--- src/rtl/riscv_ifetch.sv ---
// -----------------------------------------------------------------------------
// riscv_ifetch
//
// Instruction fetch unit. Issues word-aligned fetch requests to instruction
// memory, buffers in-order responses in a DEPTH-entry FIFO tagged with their
// PC, and hands them to the core. A redirect flushes the buffer and retargets
// fetching. Responses still in flight at that point are counted and dropped
// when they return. A misaligned redirect target parks the unit in an error
// state until an aligned redirect arrives.
//
// Parameters
//   RESET_PC  first fetch address after reset
//   DEPTH     buffer entries and maximum requests in flight (2, 4 or 8)
//
// Ports
//   clk, rst                          clock, synchronous active-high reset
//   imem_req_valid/ready/addr         fetch request channel
//   imem_rsp_valid/data               in-order read data, always accepted
//   instr_valid/ready/data/pc         instruction channel to the core
//   redirect_valid/pc                 branch/jump retarget from the core
//   fetch_err                         sticky misaligned-target flag
// -----------------------------------------------------------------------------
module riscv_ifetch #(
    parameter logic [31:0] RESET_PC = 32'h0000_0000,
    parameter int unsigned DEPTH    = 2
) (
    input  logic        clk,
    input  logic        rst,
    output logic        imem_req_valid,
    input  logic        imem_req_ready,
    output logic [31:0] imem_req_addr,
    input  logic        imem_rsp_valid,
    input  logic [31:0] imem_rsp_data,
    output logic        instr_valid,
    input  logic        instr_ready,
    output logic [31:0] instr_data,
    output logic [31:0] instr_pc,
    input  logic        redirect_valid,
    input  logic [31:0] redirect_pc,
    output logic        fetch_err
);

    localparam int unsigned CW = $clog2(DEPTH + 1);
    localparam int unsigned PW = $clog2(DEPTH);

    typedef enum logic [1:0] {BOOT, RUN, ERR} state_e;

    state_e        state_q;
    logic          fetch_err_q;
    logic [31:0]   fetch_pc_q, fetch_pc_d;
    logic [31:0]   rsp_pc_q, rsp_pc_d;
    logic [CW-1:0] outstanding_q, outstanding_d;
    logic [CW-1:0] discard_q, discard_d;
    logic [CW-1:0] count_q, count_d;
    logic [PW-1:0] rd_ptr_q, rd_ptr_d;
    logic [PW-1:0] wr_ptr_q, wr_ptr_d;
    logic [31:0]   fifo_pc_q   [DEPTH];
    logic [31:0]   fifo_data_q [DEPTH];

    logic          req_fire;
    logic          push;
    logic          pop;
    logic [CW:0]   in_use;
    logic          misaligned;

    // Credit covers both requests in flight and entries already buffered, so
    // every response is guaranteed a FIFO slot. A pop in the same cycle does
    // not free credit, which keeps the request path independent of instr_ready.
    assign in_use         = {1'b0, outstanding_q} + {1'b0, count_q};
    assign imem_req_valid = (state_q == RUN) && !redirect_valid
                            && (in_use < (CW+1)'(DEPTH));
    assign imem_req_addr  = fetch_pc_q;

    assign instr_valid    = (state_q != ERR) && (count_q != '0);
    assign instr_data     = fifo_data_q[rd_ptr_q];
    assign instr_pc       = fifo_pc_q[rd_ptr_q];
    assign fetch_err      = fetch_err_q;

    assign misaligned     = (redirect_pc[1:0] != 2'b00);
    assign req_fire       = imem_req_valid && imem_req_ready;
    // A redirect wins over pop and push in the same cycle.
    assign pop            = instr_valid && instr_ready && !redirect_valid;
    assign push           = imem_rsp_valid && !redirect_valid
                            && (state_q == RUN) && (discard_q == '0);

    always_comb begin
        // NOTE: every next-state value gets a default first so no path can
        // leave it unassigned and infer a latch.
        fetch_pc_d    = fetch_pc_q;
        rsp_pc_d      = rsp_pc_q;
        outstanding_d = outstanding_q;
        discard_d     = discard_q;
        count_d       = count_q;
        rd_ptr_d      = rd_ptr_q;
        wr_ptr_d      = wr_ptr_q;

        if (redirect_valid) begin
            fetch_pc_d    = redirect_pc;
            rsp_pc_d      = redirect_pc;
            // Everything still in flight after this cycle's response belongs
            // to the old stream; a response arriving now is dropped outright.
            outstanding_d = outstanding_q - CW'(imem_rsp_valid);
            discard_d     = outstanding_q - CW'(imem_rsp_valid);
            count_d       = '0;
            rd_ptr_d      = '0;
            wr_ptr_d      = '0;
        end else begin
            if (req_fire) begin
                fetch_pc_d = fetch_pc_q + 32'd4;
            end
            outstanding_d = outstanding_q + CW'(req_fire) - CW'(imem_rsp_valid);
            if (imem_rsp_valid && (discard_q != '0)) begin
                discard_d = discard_q - CW'(1);
            end
            if (push) begin
                rsp_pc_d = rsp_pc_q + 32'd4;
                wr_ptr_d = wr_ptr_q + PW'(1);
            end
            if (pop) begin
                rd_ptr_d = rd_ptr_q + PW'(1);
            end
            count_d = count_q + CW'(push) - CW'(pop);
        end
    end

    // NOTE: state registers use non-blocking assignments so every flop samples
    // the pre-edge values regardless of statement order.
    always_ff @(posedge clk) begin
        if (rst) begin
            state_q       <= BOOT;
            fetch_err_q   <= 1'b0;
            fetch_pc_q    <= RESET_PC;
            rsp_pc_q      <= RESET_PC;
            outstanding_q <= '0;
            discard_q     <= '0;
            count_q       <= '0;
            rd_ptr_q      <= '0;
            wr_ptr_q      <= '0;
        end else begin
            fetch_pc_q    <= fetch_pc_d;
            rsp_pc_q      <= rsp_pc_d;
            outstanding_q <= outstanding_d;
            discard_q     <= discard_d;
            count_q       <= count_d;
            rd_ptr_q      <= rd_ptr_d;
            wr_ptr_q      <= wr_ptr_d;

            case (state_q)
                BOOT: begin
                    // A misaligned target arriving in BOOT must not reach RUN.
                    if (redirect_valid && misaligned) begin
                        state_q     <= ERR;
                        fetch_err_q <= 1'b1;
                    end else begin
                        state_q     <= RUN;
                    end
                end
                RUN: begin
                    if (redirect_valid && misaligned) begin
                        state_q     <= ERR;
                        fetch_err_q <= 1'b1;
                    end
                end
                ERR: begin
                    if (redirect_valid && !misaligned) begin
                        state_q     <= RUN;
                        fetch_err_q <= 1'b0;
                    end
                end
                default: begin
                    state_q     <= BOOT;
                    fetch_err_q <= 1'b0;
                end
            endcase
        end
    end

    // NOTE: buffer storage has no reset; count_q gates every read, so stale
    // contents are never observed.
    always_ff @(posedge clk) begin
        if (push) begin
            fifo_pc_q[wr_ptr_q]   <= rsp_pc_q;
            fifo_data_q[wr_ptr_q] <= imem_rsp_data;
        end
    end

endmodule

--- config.mk ---
export PLATFORM = sky130hd
export DESIGN_NAME = riscv_ifetch
export DESIGN_NICKNAME = d
export VERILOG_FILES = /design/src/rtl/riscv_ifetch.sv
export SDC_FILE = /design/constraint.sdc
export NUM_CORES = 1
export LEC_CHECK = 0
export CAP_MARGIN = 15
export CORE_MARGIN = 1
export CORE_UTILIZATION = 48
export CTS_CLUSTER_DIAMETER = 200
export DETAILED_ROUTE_END_ITERATION = 16
export GPL_TIMING_DRIVEN = 0
export PLACE_DENSITY = 0.76
export SLEW_MARGIN = 20
export SYNTH_ARGS = -nofsm -noshare
export SYNTH_HDL_FRONTEND = slang
export SYNTH_SLANG_ARGS = --single-unit
export TNS_END_PERCENT = 10
--- constraint.sdc ---
create_clock -name clk -period 14.1 [get_ports clk]
set_clock_uncertainty 0.2 [all_clocks]
set_input_delay 1.41 -clock clk [delete_from_list [all_inputs] [get_ports clk]]
set_output_delay 1.41 -clock clk [all_outputs]
set_load 0.02 [all_outputs]
==> reports/results.ini <==
[run_status]
outcome = completed

[run]
maxCapViolCount = 0

[layout]
syn_to_final_growth_pct = 31.0
finalNonFillerCells = 1128
final_util_pct = 65.0
seqCellArea_sq_um = 5370
nNetsFinal = 966
multi_input_area_sq_um = 3100
drive_above_1_share_pct = 12.1
num_antenna_cells = 0
stdcell_area_sq_um = 11300
fillers = 1385

[sta]
tns_ns = 0
tightest_slew_ns = 1.02
hold_viol = 0
hold-worst-slack_ns = 0.258
rsz0062_at_grt = false
relSlewSlack_pct = 31.3
setup_viol = 0
post-route-period-util_pct = 32.1
slew_viol_final = 0
fmax_mhz = 221
setup_slack_ns = 9.57
period_needed_ns = 4.53

[routing]
ant_nets = 0
wl_per_cell_um = 19.0
vias = 6300
viasPerCell = 5.59
drtIter0Drc = 416
drtPass1Iterations = 5
drt_wl_total_mm = 21.5
drc = 0

[pwr]
power_density_nw_per_um2 = 116
p_leak_nw = 3.76
total_power_mw = 1.31
peakVddDrop_uv = 79.8

[die]
die_w_um = 136
rows = 48
start_util_pct = 49.6
fp.coreArea_sq_um = 17400
die_h_um = 136
die-area_sq_um = 18500
ios = 169

[placement]
post-place-cells = 1088
port-buffer-count = 166
place.gp.congestion = 0.941
hpwl_mm = 15.4
dpl-instance-area_sq_um = 10700
dp_slack_ns = 9.62

[synthesis]
synth_commonest_cells = edfxtp_1 (128), dfxtp_1 (76), mux2_2 (67)
syn_area_sq_um = 8640
synthFlopType = edfxtp_1
synthCells = 694
synth_nets = 773
synth_top_area_share_pct = 44.5
avgSynthCellArea_sq_um = 12.5
ys_ff_latch = 204
yosysWarnings = 0
synth-edff-count = 128
ys_types = 50
synthMostInstantiatedCell = edfxtp_1
async_flop_share_pct = 0
seq_area_frac_synth_pct = 62.1
synth_area_leaders = edfxtp_1 (44%), dfxtp_1 (18%), mux2_2 (8.7%)
synth_top_area_cell = edfxtp_1

[critical_path]
critPathCapture = instr_pc[14]
r2r-end = outstanding_q[1]$_SDFF_PP0_
worst-path-stages = 4
critPathMostFrequentCell = clkbuf_1
critPathSlowestCell = clkbuf_1
cp.required_ns = 12.49
worstPathCellList = clkbuf_1, clkbuf_1, mux2_2, clkdlybuf4s50_1
cp_num_buf_inv = 3
arrival_ns = 2.92
cp-start-kind = flop
critical-path-max-stage-delay_ns = 0.63
crit_path_end_kind = primary output
reg2reg_depth = 13
crit_family = buffers and inverters
worstReg2RegStart = outstanding_q[0]$_SDFF_PP0_
path_class = flop to primary output
cp_max_fo = 10
ff2ff_setup_slack_ns = 10.29

[global_routing]
grt_max_degree = 49
track_usage_pct = 23.4
grt_pass1_vias = 6081
antenna_found_initial = 0
grt_overflow_total = 0
grt_pass1_wl_mm = 33.3

[clock_tree]
post_cts_buffers = 0
cts_resized = 0
cts_buffers = 22
cts_hold_buf = 0
worst_skew_pair.late_latency_ns = 0.50
cts-root-buf = clkbuf_16
clk_path_buf_depth = 3
clock_sink_count = 204
cts_tree = built
htree_levels = 1
clk_pin_slew_worst_paths_ns = 0.06

[worst_hold_path]
hp-class = flop to flop

==> routing by layer <==
layer,vias up,GRT usage (%),wire length (um)
met4,0,7.78,508
met2,282,36.7,9750
met1,2991,32.1,9340
met5,-,0,0
li1,2984,-,-
met3,43,5.03,1850
==> cell usage in the layout (no fill, tap or decap), drive strengths merged, types with 11 or more instances in the layout <==
cell type and instances:
clkdlybuf4s50 166, and3 11, nor2 40, nor4 13
a21boi 15, o21ai 14, o21a 12, edfxtp 128
dfxtp 76, clkbuf 62, xor2 17, nand3 23
a21oi 27, nor3 21, mux2 67, a211oi 16
inv 13, a31oi 11, nand4 25, xnor2 29
nand2 50
==> state kept, by name (all words and copies together), names as in the netlist, named ones only <==
register / count
fetch_err: 1
discard_q: 2
rsp_pc_q: 32
count_q: 2
wr_ptr_q: 1
imem_req_addr: 32
rd_ptr_q: 1
state_q: 2
fifo_data_q: 64
outstanding_q: 2
fifo_pc_q: 64
==> cell families (layout without fill, tap and decap cells) <==
logic type / count (synthesis) / after routing / share of synthesized area [%]
buffers and inverters: 48 / 257 / 2.16
AOI/OAI and AO/OA: 109 / 109 / 8.25
muxes: 68 / 68 / 8.85
xor gates and xnor gates: 46 / 46 / 4.66
adders and majority gates: 9 / 9 / 1.39
DFF: 204 / 204 / 62.1
and+or+nand+nor: 210 / 210 / 12.6
==> how the worst min path moves through the flow <==
stage / start / endpoint / slack [ns] / cells after the start
CTS: imem_req_addr[1]$_SDFFE_PP0P_ / imem_req_addr[1]$_SDFFE_PP0P_ / 0.26 / 2
finish: rsp_pc_q[1]$_SDFFE_PP0P_ / fifo_pc_q[1][1]$_DFFE_PP_ / 0.26 / 0
global placement: rsp_pc_q[1]$_SDFFE_PP0P_ / fifo_pc_q[0][1]$_DFFE_PP_ / 0.23 / 0
global route: rsp_pc_q[1]$_SDFFE_PP0P_ / fifo_pc_q[0][1]$_DFFE_PP_ / 0.27 / 0
floorplan: rsp_pc_q[0]$_SDFFE_PP0P_ / fifo_pc_q[0][0]$_DFFE_PP_ / 0.23 / 0
detailed placement: rsp_pc_q[1]$_SDFFE_PP0P_ / fifo_pc_q[1][1]$_DFFE_PP_ / 0.25 / 0
==> area by class of cell <==
type                            instances  area share [%]
Buffer                                 34            1.18
Multi-Input combinational cell        442            27.4
Clock inverter                          8           0.420
Sequential cell                       204            47.4
Inverter                               14           0.464
Clock buffer                           32            5.38
Timing Repair Buffer                  169            15.3
Tap cell                              225            2.49
==> report_power, final <==
group	internal (mW)	switching, mW	total (mW)
Sequential	0.653	0.0214	0.674
Clock	0.301	0.224	0.525
Combinational	0.0557	0.0552	0.111
No activity file was read; power rests on OpenSTA's default activity.
